**config.mk**
```make
export PLATFORM = sky130hd
export DESIGN_NAME = instr_cache_flat
export DESIGN_NICKNAME = d
export VERILOG_FILES = /design/src/rtl/instr_cache_pkg.sv /design/src/rtl/instr_cache_if.sv /design/src/rtl/instr_cache_array.sv /design/src/rtl/instr_cache.sv /design/src/flat_wrapper.sv
export SDC_FILE = /design/constraint.sdc
export NUM_CORES = 2
export LEC_CHECK = 0
export ABC_CLOCK_PERIOD_IN_PS = 15200
export CELL_PAD_IN_SITES_DETAIL_PLACEMENT = 0
export CELL_PAD_IN_SITES_GLOBAL_PLACEMENT = 1
export CORE_ASPECT_RATIO = 1.25
export CORE_UTILIZATION = 45
export CTS_BUF_LIST = sky130_fd_sc_hd__clkbuf_2 sky130_fd_sc_hd__clkbuf_4 sky130_fd_sc_hd__clkbuf_8
export DETAILED_ROUTE_END_ITERATION = 8
export PLACE_DENSITY = 0.74
export SYNTH_ARGS = -nofsm -noshare
export SYNTH_HDL_FRONTEND = slang
export SYNTH_SLANG_ARGS = --single-unit
```
**constraint.sdc**
```tcl
create_clock -name clk -period 15.2 [get_ports clk]
set_clock_uncertainty 0.05 [all_clocks]
set_input_delay 3.8 -clock clk [delete_from_list [all_inputs] [get_ports clk]]
set_output_delay 3.8 -clock clk [all_outputs]
set_load 0.03 [all_outputs]
```
**src/rtl/instr_cache_pkg.sv**
```systemverilog
// Shared types and field-width helpers for the direct-mapped instruction cache.
//   state_e    : refill FSM encoding (idle lookup, word-by-word refill, bubble)
//   log2_of    : bit width needed to index n entries (n a power of 2)
//   tag_width  : PC tag bits left after the word-offset, line-offset and index fields
package instr_cache_pkg;

  typedef enum logic [1:0] {
    StIdle,
    StRefill,
    StDone
  } state_e;

  function automatic int unsigned log2_of(input int unsigned n);
    return $clog2(n);
  endfunction

  function automatic int unsigned tag_width(input int unsigned lines, input int unsigned words);
    return 30 - log2_of(words) - log2_of(lines);
  endfunction

endpackage

```
**src/rtl/instr_cache_if.sv**
```systemverilog
// Fetch-port and refill-bus signals of the instruction cache.
//   PC/Flush/Instr/StallF       : core fetch side
//   mem_req/mem_addr/mem_ack/
//   mem_rdata                   : backing instruction memory side
// Modports: slave = the cache itself, master = core plus backing memory (environment).
interface instr_cache_if;
  logic [31:0] PC;
  logic [31:0] Instr;
  logic        StallF;
  logic        Flush;
  logic        mem_req;
  logic [31:0] mem_addr;
  logic        mem_ack;
  logic [31:0] mem_rdata;

  modport slave (
    input  PC, Flush, mem_ack, mem_rdata,
    output Instr, StallF, mem_req, mem_addr
  );

  modport master (
    output PC, Flush, mem_ack, mem_rdata,
    input  Instr, StallF, mem_req, mem_addr
  );
endinterface

```
**src/rtl/instr_cache_array.sv**
```systemverilog
// Tag/valid/data storage for the instruction cache.
//   clk, reset          : clock, async active-low reset (clears valid bits only)
//   rd_idx, rd_off      : async read port -> rd_valid, rd_tag, rd_data
//   wr_idx              : line addressed by all write-side controls
//   wr_en/wr_word/
//   wr_data             : sync data word write
//   set_tag/wr_tag      : sync tag write
//   set_valid/clr_valid : set or clear valid[wr_idx]
//   inv_all             : clear every valid bit (overrides set_valid)
module instr_cache_array
  import instr_cache_pkg::*;
#(
  parameter int unsigned LINES = 16,
  parameter int unsigned WORDS = 4
) (
  input  logic                                 clk,
  input  logic                                 reset,
  input  logic [log2_of(LINES)-1:0]            rd_idx,
  input  logic [log2_of(WORDS)-1:0]            rd_off,
  output logic                                 rd_valid,
  output logic [tag_width(LINES, WORDS)-1:0]   rd_tag,
  output logic [31:0]                          rd_data,
  input  logic [log2_of(LINES)-1:0]            wr_idx,
  input  logic                                 wr_en,
  input  logic [log2_of(WORDS)-1:0]            wr_word,
  input  logic [31:0]                          wr_data,
  input  logic                                 set_tag,
  input  logic [tag_width(LINES, WORDS)-1:0]   wr_tag,
  input  logic                                 set_valid,
  input  logic                                 clr_valid,
  input  logic                                 inv_all
);

  localparam int unsigned TagW = tag_width(LINES, WORDS);

  logic [LINES-1:0] valid_q, valid_d;
  logic [TagW-1:0]  tag_q  [LINES];
  logic [31:0]      data_q [LINES][WORDS];

  always_comb begin
    valid_d = valid_q;
    if (clr_valid) valid_d[wr_idx] = 1'b0;
    if (set_valid) valid_d[wr_idx] = 1'b1;
    if (inv_all)   valid_d = '0;
  end

  always_ff @(posedge clk or negedge reset) begin
    if (!reset) valid_q <= '0;
    else        valid_q <= valid_d;
  end

  always_ff @(posedge clk) begin
    if (set_tag) tag_q[wr_idx] <= wr_tag;
  end

  always_ff @(posedge clk) begin
    if (wr_en) data_q[wr_idx][wr_word] <= wr_data;
  end

  assign rd_valid = valid_q[rd_idx];
  assign rd_tag   = tag_q[rd_idx];
  assign rd_data  = data_q[rd_idx][rd_off];

endmodule

```
**src/rtl/instr_cache.sv**
```systemverilog
// Direct-mapped read-only instruction cache.
//   clk, reset : clock, async active-low reset
//   bus        : instr_cache_if.slave -- fetch port (PC, Flush -> Instr, StallF) and
//                refill port (mem_req, mem_addr -> mem_ack, mem_rdata)
// Hits return in the fetch cycle; a miss stalls fetch, refills the whole line one word
// per ack, then spends one bubble cycle before the lookup is retried.
module instr_cache
  import instr_cache_pkg::*;
#(
  parameter int unsigned LINES = 16,
  parameter int unsigned WORDS = 4
) (
  input logic           clk,
  input logic           reset,
  instr_cache_if.slave  bus
);

  localparam int unsigned OffW  = log2_of(WORDS);
  localparam int unsigned IdxW  = log2_of(LINES);
  localparam int unsigned TagW  = tag_width(LINES, WORDS);
  localparam int unsigned LineW = TagW + IdxW;

  logic [OffW-1:0]  pc_off;
  logic [IdxW-1:0]  pc_idx;
  logic [TagW-1:0]  pc_tag;
  logic [LineW-1:0] pc_line;
  logic             unused_pc_bits;

  assign pc_off         = bus.PC[OffW+1:2];
  assign pc_idx         = bus.PC[OffW+2 +: IdxW];
  assign pc_tag         = bus.PC[31 -: TagW];
  assign pc_line        = bus.PC[31 -: LineW];
  assign unused_pc_bits = ^bus.PC[1:0];

  state_e           state_q, state_d;
  logic [LineW-1:0] line_q, line_d;   // {tag, idx} of the line being refilled
  logic [OffW-1:0]  cnt_q, cnt_d;
  logic             flush_pend_q, flush_pend_d;

  logic             rd_valid;
  logic [TagW-1:0]  rd_tag;
  logic [31:0]      rd_data;
  logic [IdxW-1:0]  wr_idx;
  logic             wr_en, set_tag, set_valid, clr_valid, inv_all, hit;

  instr_cache_array #(
    .LINES (LINES),
    .WORDS (WORDS)
  ) u_array (
    .clk       (clk),
    .reset     (reset),
    .rd_idx    (pc_idx),
    .rd_off    (pc_off),
    .rd_valid  (rd_valid),
    .rd_tag    (rd_tag),
    .rd_data   (rd_data),
    .wr_idx    (wr_idx),
    .wr_en     (wr_en),
    .wr_word   (cnt_q),
    .wr_data   (bus.mem_rdata),
    .set_tag   (set_tag),
    .wr_tag    (line_q[LineW-1 -: TagW]),
    .set_valid (set_valid),
    .clr_valid (clr_valid),
    .inv_all   (inv_all)
  );

  always_comb begin
    state_d      = state_q;
    line_d       = line_q;
    cnt_d        = cnt_q;
    flush_pend_d = flush_pend_q;
    wr_idx       = line_q[IdxW-1:0];
    wr_en        = 1'b0;
    set_tag      = 1'b0;
    set_valid    = 1'b0;
    clr_valid    = 1'b0;
    inv_all      = bus.Flush;
    hit          = 1'b0;
    bus.Instr    = '0;
    bus.StallF   = 1'b1;
    bus.mem_req  = 1'b0;
    bus.mem_addr = '0;

    unique case (state_q)
      StIdle: begin
        // A flush in the lookup cycle forces a miss so the line is refetched.
        hit = rd_valid && (rd_tag == pc_tag) && !bus.Flush;
        if (hit) begin
          bus.Instr  = rd_data;
          bus.StallF = 1'b0;
        end else begin
          line_d    = pc_line;
          cnt_d     = '0;
          wr_idx    = pc_idx;
          clr_valid = 1'b1;
          state_d   = StRefill;
        end
      end
      StRefill: begin
        bus.mem_req  = 1'b1;
        bus.mem_addr = {line_q, cnt_q, 2'b00};
        if (bus.Flush) flush_pend_d = 1'b1;
        if (bus.mem_ack) begin
          wr_en = 1'b1;
          cnt_d = cnt_q + OffW'(1);
          if (cnt_q == OffW'(WORDS - 1)) begin
            set_tag   = 1'b1;
            // A flush seen at any point of this refill leaves the new line invalid.
            set_valid = !(flush_pend_q || bus.Flush);
            state_d   = StDone;
          end
        end
      end
      StDone: begin
        flush_pend_d = 1'b0;
        state_d      = StIdle;
      end
      default: state_d = StIdle;
    endcase
  end

  always_ff @(posedge clk or negedge reset) begin
    if (!reset) begin
      state_q      <= StIdle;
      line_q       <= '0;
      cnt_q        <= '0;
      flush_pend_q <= 1'b0;
    end else begin
      state_q      <= state_d;
      line_q       <= line_d;
      cnt_q        <= cnt_d;
      flush_pend_q <= flush_pend_d;
    end
  end

endmodule
```
**src/flat_wrapper.sv**
```systemverilog
// flat-port wrapper written by rule: the top's interface ports become plain ports
module instr_cache_flat import instr_cache_pkg::*;
#(
  parameter int unsigned LINES = 16,
  parameter int unsigned WORDS = 4
)
  (clk, reset, bus_PC, bus_Flush, bus_mem_ack, bus_mem_rdata, bus_Instr, bus_StallF, bus_mem_req, bus_mem_addr);
  instr_cache_if bus_i ();
  input logic clk;
  input logic reset;
  input wire logic [$bits(bus_i.PC)-1:0] bus_PC;
  input wire logic [$bits(bus_i.Flush)-1:0] bus_Flush;
  input wire logic [$bits(bus_i.mem_ack)-1:0] bus_mem_ack;
  input wire logic [$bits(bus_i.mem_rdata)-1:0] bus_mem_rdata;
  output wire logic [$bits(bus_i.Instr)-1:0] bus_Instr;
  output wire logic [$bits(bus_i.StallF)-1:0] bus_StallF;
  output wire logic [$bits(bus_i.mem_req)-1:0] bus_mem_req;
  output wire logic [$bits(bus_i.mem_addr)-1:0] bus_mem_addr;
  assign bus_i.PC = bus_PC;
  assign bus_i.Flush = bus_Flush;
  assign bus_i.mem_ack = bus_mem_ack;
  assign bus_i.mem_rdata = bus_mem_rdata;
  assign bus_Instr = bus_i.Instr;
  assign bus_StallF = bus_i.StallF;
  assign bus_mem_req = bus_i.mem_req;
  assign bus_mem_addr = bus_i.mem_addr;
  instr_cache #(.LINES(LINES), .WORDS(WORDS)) u_core (.clk(clk), .reset(reset), .bus(bus_i));
endmodule
```
==> results.json <==
{
  "clk_path_buf_depth": 4,
  "drtPass1Iterations": 5,
  "period_share": 0.835,
  "overflow": 0,
  "fin_area_mm2": 0.109,
  "crit_required_ps": 11350,
  "setup_ws_ps": 2500,
  "drc": 0,
  "cpMostUsedCell": "buf_4",
  "setup_viol": 0,
  "clkTransAtPathRegs_ps": 60,
  "crit_buf_inv": 5,
  "slowest_delay_ps": 840,
  "die_h_um": 518,
  "h-tree-depth": 5,
  "worstMarginPinSlew_ps": 1290,
  "fin_nets": 4495,
  "worstPathArrival_ps": 8850,
  "initial_core_util": 0.453,
  "fmax_ghz": 0.0787,
  "synthCells": 4002,
  "syn2layout_area_growth_pct": 13.1,
  "grt_pass1_vias": 46869,
  "mostFrequentLayoutCell": "edfxtp_1",
  "drtAntennaViolNets": 0,
  "drive_gt1_frac": 0.341,
  "path_cells": "buf_4 > buf_4 > buf_4 > nor2_1 > a221oi_1 > a21oi_1 > a211oi_1 > nand4_1 > nor4_1 > nand3_1 > or3b_2 > buf_4 > nor2b_1 > clkdlybuf4s50_1",
  "die_w_um": 415,
  "clkSinkCount": 2481,
  "vias": 45575,
  "final_cell_mix": "edfxtp_1 (2432), mux4_2 (750), clkbuf_8 (409)",
  "wl_per_cell_um": 32.5,
  "drv_slew": 0,
  "syn_area_mm2": 0.0960,
  "nFillCells": 16239,
  "io_buffers": 129,
  "routabilityCongestion": 0.796,
  "status": "finished, final reports clean",
  "cts.repair.resized": 0,
  "crit_family": "buffers and inverters",
  "grt_pass1_wl_mm": 344,
  "power_density_mw_per_mm2": 137,
  "hold_class": "reg2reg",
  "drt_iter0_markers": 5478,
  "period_minus_slack_ps": 12700,
  "hold_buffers": 0,
  "rows": 189,
  "wirelength_mm": 244,
  "cts_buffers": 394,
  "pin_count": 134,
  "setup_tns_ps": 0,
  "track_usage": 0.226,
  "vias_per_cell": 6.08,
  "finalHoldViolCount": 0,
  "antenna_found_initial": 20,
  "synth_edf_count": 2432,
  "synth_cell_types": 63,
  "ys.flop_type": "edfxtp_1",
  "syn_avg_cell_area_um2": 24.0,
  "cpMaxStageDelayCell": "clkdlybuf4s50_1",
  "leakagePower_nw": 33.8,
  "place_ws_ps": 2470,
  "place_area_mm2": 0.101,
  "end_kind": "output port",
  "clk_latency_ps": 1050,
  "crit_fanout": 33,
  "synthArstFlopShare": 0.0198,
  "die_area_mm2": 0.215,
  "ir_drop_uv": 139,
  "relSlewSlack": 0.139,
  "yosysSeqAreaShare": 0.773,
  "yosys_warnings": 0,
  "synth.ff_latch_count": 2481,
  "cts_tree": "yes",
  "maxCapViolCount": 0,
  "dpl.hpwl_mm": 126,
  "crit_path_start_kind": "input pin",
  "cts_root_buf": "clkbuf_8",
  "design.core.area_mm2": 0.212,
  "grt_start_max_net_pins": 158,
  "post-cts-setup-buffer-count": 0,
  "rsz0062_at_grt": "false",
  "path_class": "in2out"
}
-- cell usage after synthesis (4+ instances only) --
library cell	count	share of area
nand3_1	15	0.00078
a21oi_1	8	0.00042
xnor2_1	15	0.0014
mux2_2	9	0.0011
buf_2	70	0.0036
mux2_1	23	0.0027
nand4_1	7	0.00046
inv_1	12	0.00047
and2_1	37	0.0024
clkbuf_1	102	0.0040
a22oi_1	20	0.0016
mux4_2	750	0.18
o32ai_1	4	0.00036
nor3_1	18	0.00094
a31o_1	4	0.00036
buf_1	23	0.00090
ha_1	4	0.00052
a221oi_1	9	0.00082
dfrtp_1	49	0.013
nand2_1	28	0.0011
a22o_1	4	0.00036
and3_1	4	0.00026
o2bb2ai_1	5	0.00046
buf_6	6	0.00070
buf_4	17	0.0013
nor3_2	5	0.00052
nand2b_1	8	0.00052
mux2i_1	94	0.0098
nor2b_1	43	0.0028
a21o_1	4	0.00031
edfxtp_1	2432	0.76
xor2_1	10	0.00091
mux2i_2	4	0.00057
a211oi_1	4	0.00031
nor2_1	110	0.0043
-- final timing paths --
| check | startpoint | end | slack, ps | cells past startpoint |
|---|---|---|---|---|
| worst min-delay path | u_core.state_q[0] | u_core.flush_pend_q | 450 | 1 |
| worst max-delay path | bus_PC[7] | bus_Instr[30] | 2500 | 14 |
| worst min register to register | u_core.state_q[0] | u_core.flush_pend_q | 450 | 1 |
| max in group asynchronous | reset | u_core.line_q[25] | 11640 | 2 |
| worst max register to register | u_core.u_array.tag_q[6][3] | u_core.u_array.data_q[9][87] | 9940 | 9 |
| min in group asynchronous | reset | u_core.line_q[16] | 2890 | 2 |
-- metal layers --
metal / global-route usage / part of all wire / vias up
met3: 0.0401 / 0.079 / 467
met2: 0.373 / 0.50 / 2452
li1: - / - / 18084
met5: 0 / 0.00032 / -
met4: 0.0875 / 0.038 / 14
met1: 0.301 / 0.38 / 24558
-- flip-flops by register name, indices dropped and copies added (netlist names) --
name and flops:
u_core.flush_pend_q 1, u_core.u_array.data_q 2048, u_core.cnt_q 2, u_core.state_q 2, u_core.u_array.valid_q 16, u_core.line_q 28, u_core.u_array.tag_q 384
-- cells by family after synthesis --
| logic type | share of synthesized area |
|---|---|
| and+or+nand+nor | 0.0152 |
| xor gates and xnor gates | 0.00228 |
| adders and majority gates | 0.000521 |
| DFF | 0.773 |
| AOI/OAI and AO/OA | 0.00714 |
| muxes | 0.190 |
| other | 0.0000391 |
| buffers and inverters | 0.0112 |
-- report_power, final --
group          internal (mW)  total [mW]  leakage (nW)  switching, mW
clock network           2.88        5.41          3.95           2.52
logic                  0.497        1.38          7.38          0.881
registers               7.89        8.09          22.5          0.200
-- worst reg2reg max path, delay by kind of cell, from the launching register on --
| family | cells | cell delay, ps |
|---|---|---|
| DFF | 1 | 360 |
| xor gates and xnor gates | 1 | 290 |
| buffers and inverters | 1 | 550 |
| AOI/OAI and AO/OA | 2 | 820 |
| and+or+nand+nor | 2 | 1240 |
| muxes | 3 | 1560 |
-- stage by stage --
step                power, mW  cells   util  hold WS, ps
finish                   14.9   7493  0.512          451
global route             15.3   7488  0.512          484
CTS                      15.0   7487  0.512          461
detailed placement       9.61   6796  0.477          444
global placement         9.58   6796  0.477          424
floorplan                8.92   4003      -          396
-- layout make-up --
cell class	count	area, um2	area share
Inverter	15	56.3	0.000519
Timing Repair Buffer	242	2070	0.0191
Tap cell	2769	3460	0.0319
Sequential cell	2481	74300	0.684
Antenna cell	6	15.0	0.000138
Clock inverter	143	724	0.00667
Clock buffer	548	6670	0.0614
Multi-Input combinational cell	1289	21300	0.196
Power figures use the tool's default switching activity.
